### src/rtl/cpu_bus_pkg.sv
// Shared types for the LR35902 M-cycle bus sequencer.
// T-state ring, IDU op encoding and the latched bus request bundle.
package cpu_bus_pkg;

  typedef enum logic [3:0] {
    T1 = 4'b0001,
    T2 = 4'b0010,
    T3 = 4'b0100,
    T4 = 4'b1000
  } tstate_t;

  typedef enum logic [1:0] {
    IDU_NONE = 2'b00,
    IDU_INC  = 2'b01,
    IDU_DEC  = 2'b10
  } idu_op_t;

  typedef struct packed {
    logic        write;
    logic [15:0] adr;
    logic [7:0]  dout;
    idu_op_t     idu;
  } bus_req_t;

  // The reserved encoding 11 collapses to NONE.
  function automatic idu_op_t idu_decode(logic [1:0] raw);
    idu_op_t op;
    op = IDU_NONE;
    unique case (1'b1)
      raw == 2'b01: op = IDU_INC;
      raw == 2'b10: op = IDU_DEC;
      default:      op = IDU_NONE;
    endcase
    return op;
  endfunction

  function automatic tstate_t t_next(tstate_t t);
    tstate_t n;
    n = T1;
    unique case (1'b1)
      t == T1: n = T2;
      t == T2: n = T3;
      t == T3: n = T4;
      default: n = T1;
    endcase
    return n;
  endfunction

endpackage

### src/rtl/cpu_bus_seq_if.sv
// Request handshake and external memory bus of the M-cycle sequencer.
// slave = the sequencer, master = control unit plus memory side.
interface cpu_bus_seq_if;
  logic        req_valid;
  logic        req_write;
  logic [15:0] req_adr;
  logic [7:0]  req_dout;
  logic [1:0]  req_idu;
  logic        req_ready;
  logic [3:0]  tstate;
  logic [15:0] adr;
  logic        rd;
  logic        wr;
  logic [7:0]  dout;
  logic        dout_oe;
  logic [7:0]  din;
  logic [7:0]  rdata;
  logic        rdata_valid;
  logic [15:0] idu_result;
  logic        idu_wb;

  modport slave (
    input  req_valid, req_write, req_adr, req_dout, req_idu, din,
    output req_ready, tstate, adr, rd, wr, dout, dout_oe,
    output rdata, rdata_valid, idu_result, idu_wb
  );

  modport master (
    output req_valid, req_write, req_adr, req_dout, req_idu, din,
    input  req_ready, tstate, adr, rd, wr, dout, dout_oe,
    input  rdata, rdata_valid, idu_result, idu_wb
  );
endinterface

### src/rtl/cpu_idu.sv
// 16-bit increment/decrement unit, wraps modulo 2^16.
// Shared with the SP arithmetic paths.
module cpu_idu
  import cpu_bus_pkg::*;
(
  input  logic [15:0] a,
  input  idu_op_t     op,
  output logic [15:0] y
);

  always_comb begin
    y = a;
    unique case (1'b1)
      op == IDU_INC: y = a + 16'd1;
      op == IDU_DEC: y = a - 16'd1;
      default:       y = a;
    endcase
  end

endmodule

### src/rtl/cpu_bus_seq.sv
// LR35902 M-cycle bus sequencer: T1..T4 ring, one bus op per M-cycle,
// address post-modify through the IDU.
module cpu_bus_seq
  import cpu_bus_pkg::*;
(
  input logic         clk,
  input logic         reset,
  input logic         ce,
  cpu_bus_seq_if.slave bus
);

  tstate_t  t_q;
  tstate_t  t_n;
  bus_req_t cur_q;
  bus_req_t cur_n;
  bus_req_t req;
  logic     act_q;
  logic     act_n;
  logic     rd_q;
  logic     wr_q;
  logic     oe_q;
  logic     rv_q;
  logic     wb_q;
  logic [7:0] rdata_q;
  idu_op_t  idu_eff;

  assign req = '{
    write: bus.req_write,
    adr:   bus.req_adr,
    dout:  bus.req_dout,
    idu:   idu_decode(bus.req_idu)
  };

  assign t_n = t_next(t_q);

  always_comb begin
    cur_n = cur_q;
    act_n = act_q;
    if (t_q == T4) begin
      act_n = bus.req_valid;
      if (bus.req_valid) begin
        cur_n = req;
      end else begin
        cur_n.write = 1'b0;
        cur_n.idu   = IDU_NONE;
      end
    end
  end

  always_ff @(posedge clk) begin
    if (reset) begin
      t_q     <= T1;
      cur_q   <= '0;
      act_q   <= 1'b0;
      rd_q    <= 1'b0;
      wr_q    <= 1'b0;
      oe_q    <= 1'b0;
      rv_q    <= 1'b0;
      wb_q    <= 1'b0;
      rdata_q <= 8'h00;
    end else if (ce) begin
      t_q   <= t_n;
      cur_q <= cur_n;
      act_q <= act_n;
      rd_q  <= act_n & ~cur_n.write & (t_n != T4);
      wr_q  <= act_n & cur_n.write
             & ((t_n == T2) | (t_n == T3));
      oe_q  <= act_n & cur_n.write & (t_n != T1);
      rv_q  <= act_n & ~cur_n.write & (t_n == T4);
      wb_q  <= act_n & (cur_n.idu != IDU_NONE)
             & (t_n == T3);
      if (act_q & ~cur_q.write & (t_q == T3))
        rdata_q <= bus.din;
    end
  end

  // Without a pending decrement the result still reads as adr+1.
  assign idu_eff = (cur_q.idu == IDU_DEC) ? IDU_DEC : IDU_INC;

  cpu_idu u_idu (
    .a  (cur_q.adr),
    .op (idu_eff),
    .y  (bus.idu_result)
  );

  assign bus.req_ready   = (t_q == T4);
  assign bus.tstate      = t_q;
  assign bus.adr         = cur_q.adr;
  assign bus.dout        = cur_q.dout;
  assign bus.rd          = rd_q;
  assign bus.wr          = wr_q;
  assign bus.dout_oe     = oe_q;
  assign bus.rdata       = rdata_q;
  assign bus.rdata_valid = rv_q;
  assign bus.idu_wb      = wb_q;

endmodule
### src/flat_wrapper.sv
// flat-port wrapper written by rule: the top's interface ports become plain ports
module cpu_bus_seq_flat import cpu_bus_pkg::*;
  (clk, reset, ce, bus_req_valid, bus_req_write, bus_req_adr, bus_req_dout, bus_req_idu, bus_din, bus_req_ready, bus_tstate, bus_adr, bus_rd, bus_wr, bus_dout, bus_dout_oe, bus_rdata, bus_rdata_valid, bus_idu_result, bus_idu_wb);
  cpu_bus_seq_if bus_i ();
  input logic clk;
  input logic reset;
  input logic ce;
  input wire logic [$bits(bus_i.req_valid)-1:0] bus_req_valid;
  input wire logic [$bits(bus_i.req_write)-1:0] bus_req_write;
  input wire logic [$bits(bus_i.req_adr)-1:0] bus_req_adr;
  input wire logic [$bits(bus_i.req_dout)-1:0] bus_req_dout;
  input wire logic [$bits(bus_i.req_idu)-1:0] bus_req_idu;
  input wire logic [$bits(bus_i.din)-1:0] bus_din;
  output wire logic [$bits(bus_i.req_ready)-1:0] bus_req_ready;
  output wire logic [$bits(bus_i.tstate)-1:0] bus_tstate;
  output wire logic [$bits(bus_i.adr)-1:0] bus_adr;
  output wire logic [$bits(bus_i.rd)-1:0] bus_rd;
  output wire logic [$bits(bus_i.wr)-1:0] bus_wr;
  output wire logic [$bits(bus_i.dout)-1:0] bus_dout;
  output wire logic [$bits(bus_i.dout_oe)-1:0] bus_dout_oe;
  output wire logic [$bits(bus_i.rdata)-1:0] bus_rdata;
  output wire logic [$bits(bus_i.rdata_valid)-1:0] bus_rdata_valid;
  output wire logic [$bits(bus_i.idu_result)-1:0] bus_idu_result;
  output wire logic [$bits(bus_i.idu_wb)-1:0] bus_idu_wb;
  assign bus_i.req_valid = bus_req_valid;
  assign bus_i.req_write = bus_req_write;
  assign bus_i.req_adr = bus_req_adr;
  assign bus_i.req_dout = bus_req_dout;
  assign bus_i.req_idu = bus_req_idu;
  assign bus_i.din = bus_din;
  assign bus_req_ready = bus_i.req_ready;
  assign bus_tstate = bus_i.tstate;
  assign bus_adr = bus_i.adr;
  assign bus_rd = bus_i.rd;
  assign bus_wr = bus_i.wr;
  assign bus_dout = bus_i.dout;
  assign bus_dout_oe = bus_i.dout_oe;
  assign bus_rdata = bus_i.rdata;
  assign bus_rdata_valid = bus_i.rdata_valid;
  assign bus_idu_result = bus_i.idu_result;
  assign bus_idu_wb = bus_i.idu_wb;
  cpu_bus_seq u_core (.clk(clk), .reset(reset), .ce(ce), .bus(bus_i));
endmodule
### config.mk
export PLATFORM = sky130hd
export DESIGN_NAME = cpu_bus_seq_flat
export DESIGN_NICKNAME = d
export VERILOG_FILES = /design/src/rtl/cpu_bus_pkg.sv /design/src/rtl/cpu_bus_seq_if.sv /design/src/rtl/cpu_idu.sv /design/src/rtl/cpu_bus_seq.sv /design/src/flat_wrapper.sv
export SDC_FILE = /design/constraint.sdc
export NUM_CORES = 1
export LEC_CHECK = 0
export ABC_AREA = 0
export BUFFER_PORTS_ARGS = -buffer_cell sky130_fd_sc_hd__buf_4
export CORE_MARGIN = 1.5
export CORE_UTILIZATION = 53
export DETAILED_ROUTE_END_ITERATION = 7
export GPL_TIMING_DRIVEN = 0
export PLACE_DENSITY_LB_ADDON = 0.15
export RECOVER_POWER = 50
export SYNTH_ARGS = -nofsm -noshare
export SYNTH_HDL_FRONTEND = slang
export SYNTH_HIERARCHICAL = 1
export SYNTH_SLANG_ARGS = --single-unit
### constraint.sdc
create_clock -name clk -period 4 [get_ports clk]
set_input_delay 0.8 -clock clk [delete_from_list [all_inputs] [get_ports clk]]
set_output_delay 0.8 -clock clk [all_outputs]
set_load 0.02 [all_outputs]
==> impl_metrics.csv <==
group,metric,value,unit
floorplan,dieWidth,83.31,µm
critical_path,path_cells,"nand2b_4, inv_2, ha_4, buf_8, buf_8, xor2_2, ha_2, nand4bb_1, nand4_1, buf_4, nor3_2, o21ai_1, a21oi_1, xor2_1, buf_4",
global_route,antenna_found_initial,0,
synth,async_reset_ff_share,0,%
timing,rsz0062_at_grt,"no",
clocking,clk_latency,0.31,ns
floorplan,coreArea,6277,µm²
clocking,cts_made_buffers,5,
timing,fmax,264.5,MHz
synth,synth_area_per_cell,7.931,µm²
route,viasPerCell,5.686,
place,io_buffers,96,
final_layout,layout_common_cells,"buf_4, nand2_1, clkbuf_1, dfxtp_1, mux2i_1",
critical_path,crit_type,"reg -> out",
clocking,clk_pin_slew,0.09,ns
timing,worst_slew_pin_slew,0.5712,ns
floorplan,ios,97,
timing,fin_skew,0.008084,ns
pwr,finalPower,0.8910,mW
route,routed_wl,9.433,mm
timing,hold_viol_final,0,
floorplan,row_count,29,
global_route,grt_pass1_wl,15.73,mm
route,route.detailed.drc,0,
floorplan,die_area,6941,µm²
route,drtAntennaViolNets,0,
critical_path,worst_path_dominant_cell_family,"buffers and inverters",
clocking,cts-root-buf,"clkbuf_8",
critical_path,cp_data_required_time,3.20,ns
route,drtIter0Drc,224,
synth,synthesis.nets,473,
synth,yosysSeqAreaShare,26.35,%
floorplan,initial_core_util,54.45,%
synth,synth_ff_type,"dfxtp_1",
place,postPlaceCellArea,4235,µm²
place,dp_hpwl,7.035,mm
timing,setup_tns,0,ns
flow_run,maxCapViolCount,0,
route,wl_per_cell,15.17,µm
global_route,grt_max_degree,17,
synth,synth_edf_count,0,
outcome,run_status,"completed",
timing,finalCritPeriodShare,94.52,%
pwr,p_leak,1.763,nW
final_layout,drive_gt1_share,28.62,%
floorplan,die_h,83.31,µm
critical_path,worstSetupEndpointType,"output pin",
critical_path,critPathLaunchType,"flip-flop",
final_layout,final_common_cell,"buf_4",
clocking,cts_max_level,2,
critical_path,max_stage_delay,0.36,ns
final_layout,nNetsFinal,586,
timing,whs,0.4617,ns
pwr,peakVddDrop,0.0001703,V
critical_path,cp.buffers_inverters,5,
synth,syn_inst,431,
synth,yosysWarnings,6,
route,firstDrtPassIters,7,
critical_path,critPathArrivalTime,2.98,ns
timing,drv_slew,0,
final_layout,antenna_cells,0,
clocking,cts_tree,"done",
global_route,grt_pass1_vias,3256,
place,place_congestion,0.9764,
timing,period_minus_slack,3.781,ns
synth,ys_seq_elements,45,
synth,syn_area,3418,µm²
global_route,overflow,0,
timing,setup_viol,0,
critical_path,cp_max_fo,7,
clocking,cts_buffer_depth,2,
global_route,track_usage,27.28,%
final_layout,area_growth,27.64,%
critical_path,cp_slowest_cell,"dfxtp_2",
min_path,hold_path.class,"reg -> reg",
synth,synth_cell_types,68,
route,vias,3537,
timing,max_slew_margin,61.76,%
final_layout,post-route-cell-area,4363,µm²
pwr,p_per_area,204.2,nW/µm²
clocking,cts_sinks,45,
## worst paths after layout
check | slack, ns | end | start | cells past startpoint
setup / recovery | 0.22 | bus_idu_result[6] | u_core/cur_q[0] | 15
setup reg to reg | 1.99 | u_core/bus.adr[6] | u_core/bus.tstate[3] | 5
hold / removal | 0.46 | u_core/bus.dout[4] | u_core/bus.dout[4] | 2
hold reg to reg | 0.46 | u_core/bus.dout[4] | u_core/bus.dout[4] | 2
## timing repair
| item | in CTS | in global routing |
|---|---|---|
| endpoints found under the setup margin | 6 | 6 |
| gates resized for setup | 11 | 5 |
| cloned | 0 | 0 |
| pin swaps | 4 | 8 |
| buffers inserted | 5 | 6 |
| hold buffers | 0 | 0 |
## flip-flops by register name (all words and copies together) (netlist names)
signal                  count
u_core/act_q                1
u_core/bus.adr             16
u_core/bus.dout             8
u_core/bus.dout_oe          1
u_core/bus.idu_wb           1
u_core/bus.rd               1
u_core/bus.rdata            8
u_core/bus.rdata_valid      1
u_core/bus.tstate           4
u_core/bus.wr               1
u_core/cur_q                3
## where the power goes
part / leakage, nW / internal (mW) / switching, mW
logic: 1.34 / 0.0382 / 0.0413
registers: 0.364 / 0.450 / 0.00247
clock network: 0.0591 / 0.191 / 0.169
total: 1.76 / 0.679 / 0.212
## layer usage
layer | share of wire (%) | track usage [%] | vias to the layer above
li1 | - | - | 1738
met1 | 43 | 37.24 | 1609
met2 | 46 | 43.02 | 170
met3 | 8.4 | 6.163 | 20
met4 | 1.8 | 8.182 | 0
met5 | 0 | 0 | -
## final cells by class
class                   count  area (µm²)
multi-input cells         313        2103
fillers                   579        1914
flip-flops and latches     45       903.4
repair buffers            107       694.4
plain buffers              61       407.9
well taps                  77       96.34
clock buffers               5       68.82
clock inverters             3       47.55
inverters                  11       41.29
## worst reg2reg max path: cells and delay by family (launching register included)
family / cells / cell delay (ns)
buf+inv: 2 / 0.66
flops: 1 / 0.36
mux: 1 / 0.22
simple gates: 2 / 0.70
## logic make-up (layout without fill, tap and decap cells)
family | after synthesis | after routing | share of synthesized area, %
and+or+nand+nor | 166 | 166 | 26.54
AOI/OAI and AO/OA | 94 | 94 | 18.89
buffers and inverters | 73 | 187 | 13.14
DFF | 45 | 45 | 26.35
muxes | 31 | 31 | 9.114
xor gates and xnor gates | 19 | 19 | 4.868
adders and majority gates | 3 | 3 | 1.098
## metrics by stage
step | setup WS [ns] | instances | util, %
2_1_floorplan | 0.2508 | 431 | -
3_3_place_gp | -0.1996 | 604 | 67.47
3_5_place_dp | -0.2310 | 604 | 67.47
4_1_cts | 0.01908 | 617 | 70.48
5_1_grt | 0.02456 | 622 | 69.50
6_report | 0.2193 | 622 | 69.50
## synth_stat cells, drive strengths merged, types with 7 or more instances
cell type  number  share of area (%)
xnor2           9                2.3
nand3          14                2.0
nand2          62                6.8
nor2b           9                1.6
nor3           10                1.5
dfxtp          45                 26
nor2           21                2.4
o21ai          28                4.3
xor2           10                2.6
buf            37                8.0
nand2b          7                1.4
mux2i          30                8.8
clkbuf         25                3.9
a21oi          23                3.4
inv            11                1.2
Note: power is estimated with default switching activity, not from simulation.
